<file path="src/rtl/mux8_4to1_rr_pkg.sv">
// ============================================================================
// Module      : mux8_4to1_rr_pkg
// Description : Sel codes and default width shared with the 1-to-4 byte demux.
// Revision    : 1.0 - initial release
// ============================================================================
`default_nettype none

package mux8_4to1_rr_pkg;

    localparam int DEFAULT_WIDTH = 8;

    typedef logic [1:0] sel_t;

    localparam sel_t SEL_W = 2'b00;
    localparam sel_t SEL_X = 2'b01;
    localparam sel_t SEL_Y = 2'b10;
    localparam sel_t SEL_Z = 2'b11;

    function automatic sel_t sel_inc(input sel_t s);
        return s + 2'd1;
    endfunction

endpackage

`default_nettype wire

</file>
<file path="src/rtl/mux8_4to1_rr_arb4_rr.sv">
// ============================================================================
// Module      : arb4_rr
// Description : 4-way arbiter; round-robin with MUX8_4TO1_RR_EN, else fixed
//               priority (lowest code wins).
// Revision    : 1.0 - initial release
// ============================================================================
`default_nettype none

module arb4_rr
    import mux8_4to1_rr_pkg::*;
(
    input  logic       clk,
    input  logic       rst,
    input  logic [3:0] req,
    input  logic       en,
    output logic [1:0] gnt,
    output logic       gnt_vld
);

`ifdef MUX8_4TO1_RR_EN
    logic [1:0] r_ptr;
    logic [1:0] w_idx;

    // Scan from the farthest offset down so the one nearest ptr wins.
    always_comb begin
        gnt     = r_ptr;
        gnt_vld = 1'b0;
        w_idx   = r_ptr;
        for (int k = 3; k >= 0; k--) begin
            w_idx = r_ptr + 2'(k);
            if (req[w_idx]) begin
                gnt     = w_idx;
                gnt_vld = 1'b1;
            end
        end
    end

    always_ff @(posedge clk or posedge rst) begin
        if (rst) begin
            r_ptr <= SEL_W;
        end else if (en && gnt_vld) begin
            r_ptr <= sel_inc(gnt);
        end
    end
`else
    logic w_unused;
    assign w_unused = ^{clk, rst, en};

    always_comb begin
        gnt     = SEL_W;
        gnt_vld = |req;
        if (req[0])      gnt = SEL_W;
        else if (req[1]) gnt = SEL_X;
        else if (req[2]) gnt = SEL_Y;
        else if (req[3]) gnt = SEL_Z;
    end
`endif

endmodule

`default_nettype wire

</file>
<file path="src/rtl/mux8_4to1_rr.sv">
// ============================================================================
// Module      : mux8_4to1_rr
// Description : Registered 4-to-1 merger with Sel tagging; arbitration mode
//               selected by MUX8_4TO1_RR_EN.
// Revision    : 1.0 - initial release
// ============================================================================
`default_nettype none

module mux8_4to1_rr
    import mux8_4to1_rr_pkg::*;
#(
    parameter int WIDTH = DEFAULT_WIDTH
) (
    input  logic             clk,
    input  logic             rst,
    input  logic [WIDTH-1:0] W,
    input  logic [WIDTH-1:0] X,
    input  logic [WIDTH-1:0] Y,
    input  logic [WIDTH-1:0] Z,
    input  logic             Wv,
    input  logic             Xv,
    input  logic             Yv,
    input  logic             Zv,
    output logic             Wr,
    output logic             Xr,
    output logic             Yr,
    output logic             Zr,
    output logic [WIDTH-1:0] A,
    output logic [1:0]       Sel,
    output logic             Av,
    input  logic             Ar
);

    logic [WIDTH-1:0] r_a;
    logic [1:0]       r_sel;
    logic             r_av;

    logic             w_ld;
    logic [3:0]       w_req;
    logic [1:0]       w_gnt;
    logic             w_gnt_vld;
    logic             w_xfer;
    logic [3:0]       w_rdy;
    logic [WIDTH-1:0] w_data;

    assign w_ld   = !r_av || Ar;
    assign w_req  = {Zv, Yv, Xv, Wv};
    assign w_xfer = w_gnt_vld && w_ld;

    arb4_rr u_arb (
        .clk     (clk),
        .rst     (rst),
        .req     (w_req),
        .en      (w_ld),
        .gnt     (w_gnt),
        .gnt_vld (w_gnt_vld)
    );

    // Gating with rst keeps producers from seeing a ready on a reset edge.
    assign w_rdy = (w_xfer && !rst) ? (4'b0001 << w_gnt) : 4'b0000;
    assign Wr    = w_rdy[0];
    assign Xr    = w_rdy[1];
    assign Yr    = w_rdy[2];
    assign Zr    = w_rdy[3];

    always_comb begin
        w_data = W;
        case (w_gnt)
            SEL_W:   w_data = W;
            SEL_X:   w_data = X;
            SEL_Y:   w_data = Y;
            default: w_data = Z;
        endcase
    end

    always_ff @(posedge clk or posedge rst) begin
        if (rst) begin
            r_a   <= '0;
            r_sel <= SEL_W;
            r_av  <= 1'b0;
        end else if (w_xfer) begin
            r_a   <= w_data;
            r_sel <= w_gnt;
            r_av  <= 1'b1;
        end else if (Ar) begin
            r_av  <= 1'b0;
        end
    end

    assign A   = r_a;
    assign Sel = r_sel;
    assign Av  = r_av;

endmodule

`default_nettype wire

</file>
<file path="config.mk">
export PLATFORM = sky130hd
export DESIGN_NAME = mux8_4to1_rr
export DESIGN_NICKNAME = d
export VERILOG_FILES = /design/src/rtl/mux8_4to1_rr_pkg.sv /design/src/rtl/mux8_4to1_rr_arb4_rr.sv /design/src/rtl/mux8_4to1_rr.sv
export SDC_FILE = /design/constraint.sdc
export NUM_CORES = 1
export LEC_CHECK = 0
export ABC_CLOCK_PERIOD_IN_PS = 3000
export BUFFER_PORTS_ARGS = -buffer_cell sky130_fd_sc_hd__buf_2
export CAP_MARGIN = 20
export CORE_MARGIN = 8
export CORE_UTILIZATION = 44
export DETAILED_ROUTE_END_ITERATION = 7
export PLACE_DENSITY_LB_ADDON = 0.15
export SYNTH_ARGS = -nofsm -noshare
export SYNTH_HDL_FRONTEND = slang
export SYNTH_SLANG_ARGS = --single-unit
export TNS_END_PERCENT = 1
</file>
<file path="constraint.sdc">
create_clock -name clk -period 3 [get_ports clk]
set_input_delay 0.75 -clock clk [delete_from_list [all_inputs] [get_ports clk]]
set_output_delay 0.75 -clock clk [all_outputs]
set_load 0.005 [all_outputs]
</file>
# After elaboration in Yosys (flattened, before gate mapping)
# Index checks and enable logic that the tools add are counted.
# classes
reduce_logical,8
shifts,1
n_eq_ne,2
muxes,8
# ops
operator,count
case mux 8 bit (3 select lines),1
2-to-1 mux 2 bit,4
2-to-1 mux 4 bit,1
OR reduction 4 bit,1
"left shift 1 x 2 -> 4 bit, first input constant",1
"equality test 2 x 1 -> 1 bit, second input constant",1
"equality test 2 bit, second input constant",1
logical AND 1 bit,2
logical NOT 1 bit,2
logical NOT 2 bit,1
2-to-1 mux 1 bit,2
nonzero test 2 bit,1
logical OR 1 bit,1
# word_totals
output_inout_bits,15
elab_cells,22
register_bits,11
input_bits,39

# Logic depth before layout (Yosys ltp)
# logic_depth
ltp_word,6
depth_mapped,7
mapped_depth_nobuf,4

# Hierarchy
# A second synthesis with hierarchy kept.
# hier_totals
cells_unflattened,47
hier_area_um2,688.2
# by_module_without_submodules
module,seq_area_each_um2,area_per_inst_um2,n_inst,cells_each
mux8_4to1_rr,275.3,653.1,1,40
arb4_rr,0.0,35.0,1,7

# Least setup slack after synthesis
# OpenSTA, ideal clock, no wires.
# synth_path
path_type,input to output
from,input Ar
to,output Zr
required_ps,2250
arrival_ps,1458
path_buffers,3
path_slack_ps,792
cell_stages,6
path_cell_list,nor2b_4 > buf_6 > a21o_1 > buf_6 > buf_6 > nor3_2
# synth_between
elab_chain_len,4
# synth_lines
item,line_no,rtl
"start, declared",mux8_4to1_rr.sv:31,input logic Ar
logical OR 1 bit,mux8_4to1_rr.sv:46,assign w_ld = !r_av || Ar;
logical AND 1 bit,mux8_4to1_rr.sv:48,assign w_xfer = w_gnt_vld && w_ld;
logical AND 1 bit,mux8_4to1_rr.sv:60,assign w_rdy = (w_xfer && !rst) ? (4'b0001 << w_gnt) : 4'b0000;
2-to-1 mux 4 bit,mux8_4to1_rr.sv:60,
"end, declared",mux8_4to1_rr.sv:27,"output logic Zr,"
# Every way passes these cells.

# Worst setup path after layout
# layout_path
from,input Yv
to,output Zr
# layout_between
elab_chain_len,5
word_cells_on_any_way,8
classes_between,1 x shift; 4 x mux; 3 x reduce/logical
# layout_lines
item,line_no,rtl
"start, declared",mux8_4to1_rr.sv:22,"input logic Yv,"
2-to-1 mux 2 bit,mux8_4to1_rr_arb4_rr.sv:54,else if (req[2]) gnt = SEL_Y;
2-to-1 mux 2 bit,mux8_4to1_rr_arb4_rr.sv:53,else if (req[1]) gnt = SEL_X;
2-to-1 mux 2 bit,mux8_4to1_rr_arb4_rr.sv:52,if (req[0]) gnt = SEL_W;
left shift 1 x 2 -> 4 bit,mux8_4to1_rr.sv:60,
2-to-1 mux 4 bit (*),mux8_4to1_rr.sv:60,
# Every way passes the cells marked *; elsewhere a longest branch is shown, timed or not.

==> results.tsv <==
stage	metric	value	unit
run_status	status	completed	
synthesis	post-synth top area share	0.331	
hold_path	Hold Crit Class	flip-flop to flip-flop	
cts	H-tree levels	1	
place	Final GP Congestion	0.809	
layout	most frequent cells in the layout	buf_2, nand2_1, nor2_1	
routing	DR WL/cell	13.1	um
synthesis	Synth Area in Adders	0	
routing	final wirelength	2.27	mm
setup_path	maximum fanout along the worst path	13	
pwr	PnR Total Power	398	uW
synthesis	mux cell area share after synthesis	0	
routing	vias	862	
sta	Final Skew	0.00958	ns
cts	clk sink count	11	
layout	commonest non-fill, non-tap cell in the layout	buf_2	
layout	Inserted Diodes	0	
place	Cell Area, Placed	1070	um^2
cts	clk slew on worst S/H paths	0.08	ns
setup_path	crit path cell chain	buf_2 > nand2b_1 > nand2b_1 > nor3_2 > buf_2	
sta	setup TNS	0	ns
sta	Slew @ Worst Pin	0.355	ns
synthesis	warning count from the yosys run	0	
layout	Total Nets Final	189	
synthesis	synthesized instance count	98	
sta	unrepaired setup endpoints after global routing	false	
pwr	pwr dens	361	nW/um^2
place	Post-DP HPWL	1.92	mm
synthesis	Post-Synth Simple-Gate Area	0.278	
synthesis	post-synthesis xor/xnor area fraction	0	
floorplanning	io pins	54	
setup_path	Critical Path RT	2.25	ns
cts	clk_lat worst skew	0.26	ns
sta	maximum clock frequency	0.391	GHz
layout	layout cells sized above 1	0.463	
cts	Max Root-Sink Buffers	2	
synthesis	compound-cell area share of the yosys netlist	0.295	
synthesis	sequential area share after synthesis	0.331	
floorplanning	Starting Density	0.477	
cts	cts repair resizes	0	
synthesis	Mapped Nets	137	
synthesis	main combinational cell family by area after synthesis	compound AO/OA/AOI/OAI gates	
routing	vias per std cell	4.95	
setup_path	RR Endpoint	A[6]	
pwr	Pleak	0.000557	uW
synthesis	area leader, netlist	dfrtp_1	
pwr	VDD IR-drop max	0.000170	V
setup_path	Critical Path Max Stage Delay	0.34	ns
layout	fill cell count	174	
synthesis	Yosys reg bits	11	
floorplanning	Die Height	59.5	um
layout	Seq. cell area	275	um^2
global_route	number of global-route vias before repair	887	
sta	final critical-path share of the clock period	0.852	
setup_path	reg2reg path depth	4	
floorplanning	row count	15	
setup_path	Setup CP Type	input pin to output pin	
sta	Slew Viols, Final	0	
setup_path	Worst path slowest cell	nand2b_1	
place	I/O Buffers	53	
routing	Detailed Routing Iterations Pass 1	4	
sta	minimum clock period	2.56	ns
global_route	GRT overflow	0	
cts	CTS tree	built	
sta	relative slew slack	0.763	
setup_path	Setup crit end kind	output pin	
cts	buffer count from post-CTS setup fixing	0	
floorplanning	core footprint	1750	um^2
sta	Final setup viols	0	
cts	Root Buffer	clkbuf_4	
hold_path	Hold EP	A[5]	
global_route	pin count of the biggest net entering global routing	17	
sta	hold_ws	0.474	ns
setup_path	CP Launch Type	input pin	
routing	post-route DRC violation count	0	
floorplanning	die area	3540	um^2
routing	remaining antenna violation count	0	
synthesis	Mean Syn Cell Area	8.49	um^2
layout	Area Growth Syn to Fin	32.3	%
synthesis	Unique masters post-synth	26	
cts	CTS Buf Count	3	
hold_path	startpoint of the worst hold path	A[5]	
cts	hold bufs inserted after CTS	0	
routing	Initial DRC Count	21	
run	maxcap violations	0	
layout	design area	1100	um^2
sta	final hold viol count	0	
global_route	GRT Util Overall	0.131	
floorplanning	Die Wd	59.5	um
hold_path	hold depth	2	
setup_path	Arr. time, crit path	1.81	ns
synthesis	Netlist Area Pre-Place	832	um^2
synthesis	Synth area leaders	dfrtp_1, o31ai_2, nand2_1, nor2_1, a311oi_1	
setup_path	RR Startpoint	Av	
setup_path	FF-to-FF setup slack	1.76	ns
layout	footprint of the multi-input gates	477	um^2
global_route	first-pass GRT wire length	3.71	mm
global_route	initial antenna violation count	0	
-- power breakdown --
group / total [uW] / leakage, uW / internal [uW] / switching [uW]
sequential: 175 / 0.000131 / 166 / 8.09
clock: 98.7 / 0.0000150 / 51.3 / 47.4
combinational: 124 / 0.000411 / 62.0 / 62.5
total: 398 / 0.000557 / 280 / 118
-- kinds of logic after synthesis --
kind of cell / after synthesis
buf+inv: 11
flops: 11
compound gates: 30
simple gates: 46
-- worst max path at each step --
stage                     start  to  slack [ns]  cells after the start
after floorplan              Ar  Zr        0.79                      6
after global placement       Yv  Zr        0.49                      5
after detailed placement     Yv  Zr        0.43                      5
after CTS                    Yv  Zr        0.43                      5
after global routing         Yv  Zr        0.29                      5
final                        Yv  Zr        0.44                      5
-- flip-flops by register name, indices dropped and copies added, names as in the netlist --
register,cells
Av,1
A,8
Sel,2
-- final cells by class --
type                       count  area share
clock buffer                   4      0.0239
sequential                    11       0.250
timing repair buffer          55       0.255
multi-input combinational     76       0.433
tap                           25      0.0284
inverter                       3      0.0102
-- metal layers --
metal / part of all wire / track usage / vias up
met1: 0.45 / 0.161 / 371
met2: 0.44 / 0.208 / 38
li1: - / - / 451
met4: 0.012 / 0.0512 / 0
met5: 0 / 0 / -
met3: 0.098 / 0.0390 / 2
-- cells in the mapped netlist --
| cell | instances |
|---|---|
| inv_2 | 2 |
| nor2b_1 | 8 |
| nor2b_4 | 1 |
| o31ai_1 | 2 |
| o21ai_0 | 2 |
| a311oi_1 | 6 |
| a21o_1 | 1 |
| dfrtp_1 | 11 |
| o22a_1 | 2 |
| nor4_1 | 1 |
| and4_1 | 1 |
| nor3_2 | 2 |
| nor2_1 | 14 |
| o31ai_2 | 6 |
| a21oi_1 | 7 |
| clkbuf_1 | 1 |
| nand2b_1 | 2 |
| inv_1 | 1 |
| buf_6 | 4 |
| o21bai_1 | 2 |
| a32oi_1 | 2 |
| buf_4 | 2 |
| or2_0 | 1 |
| nor3_1 | 1 |
| buf_2 | 1 |
| nand2_1 | 15 |
-- through the flow --
stage               worst slack (ns)   util  std cells
finish                         0.443  0.631        174
global route                   0.292  0.631        174
CTS                            0.426  0.631        174
detailed placement             0.425  0.616        170
global placement               0.492  0.616        170
floorplan                      0.792      -         98
-- worst max-delay path, delay by kind of cell --
| kind | cells | cell delay (ns) |
|---|---|---|
| buffers and inverters | 2 | 0.31 |
| and+or+nand+nor | 3 | 0.75 |
Power figures use the tool's default switching activity.
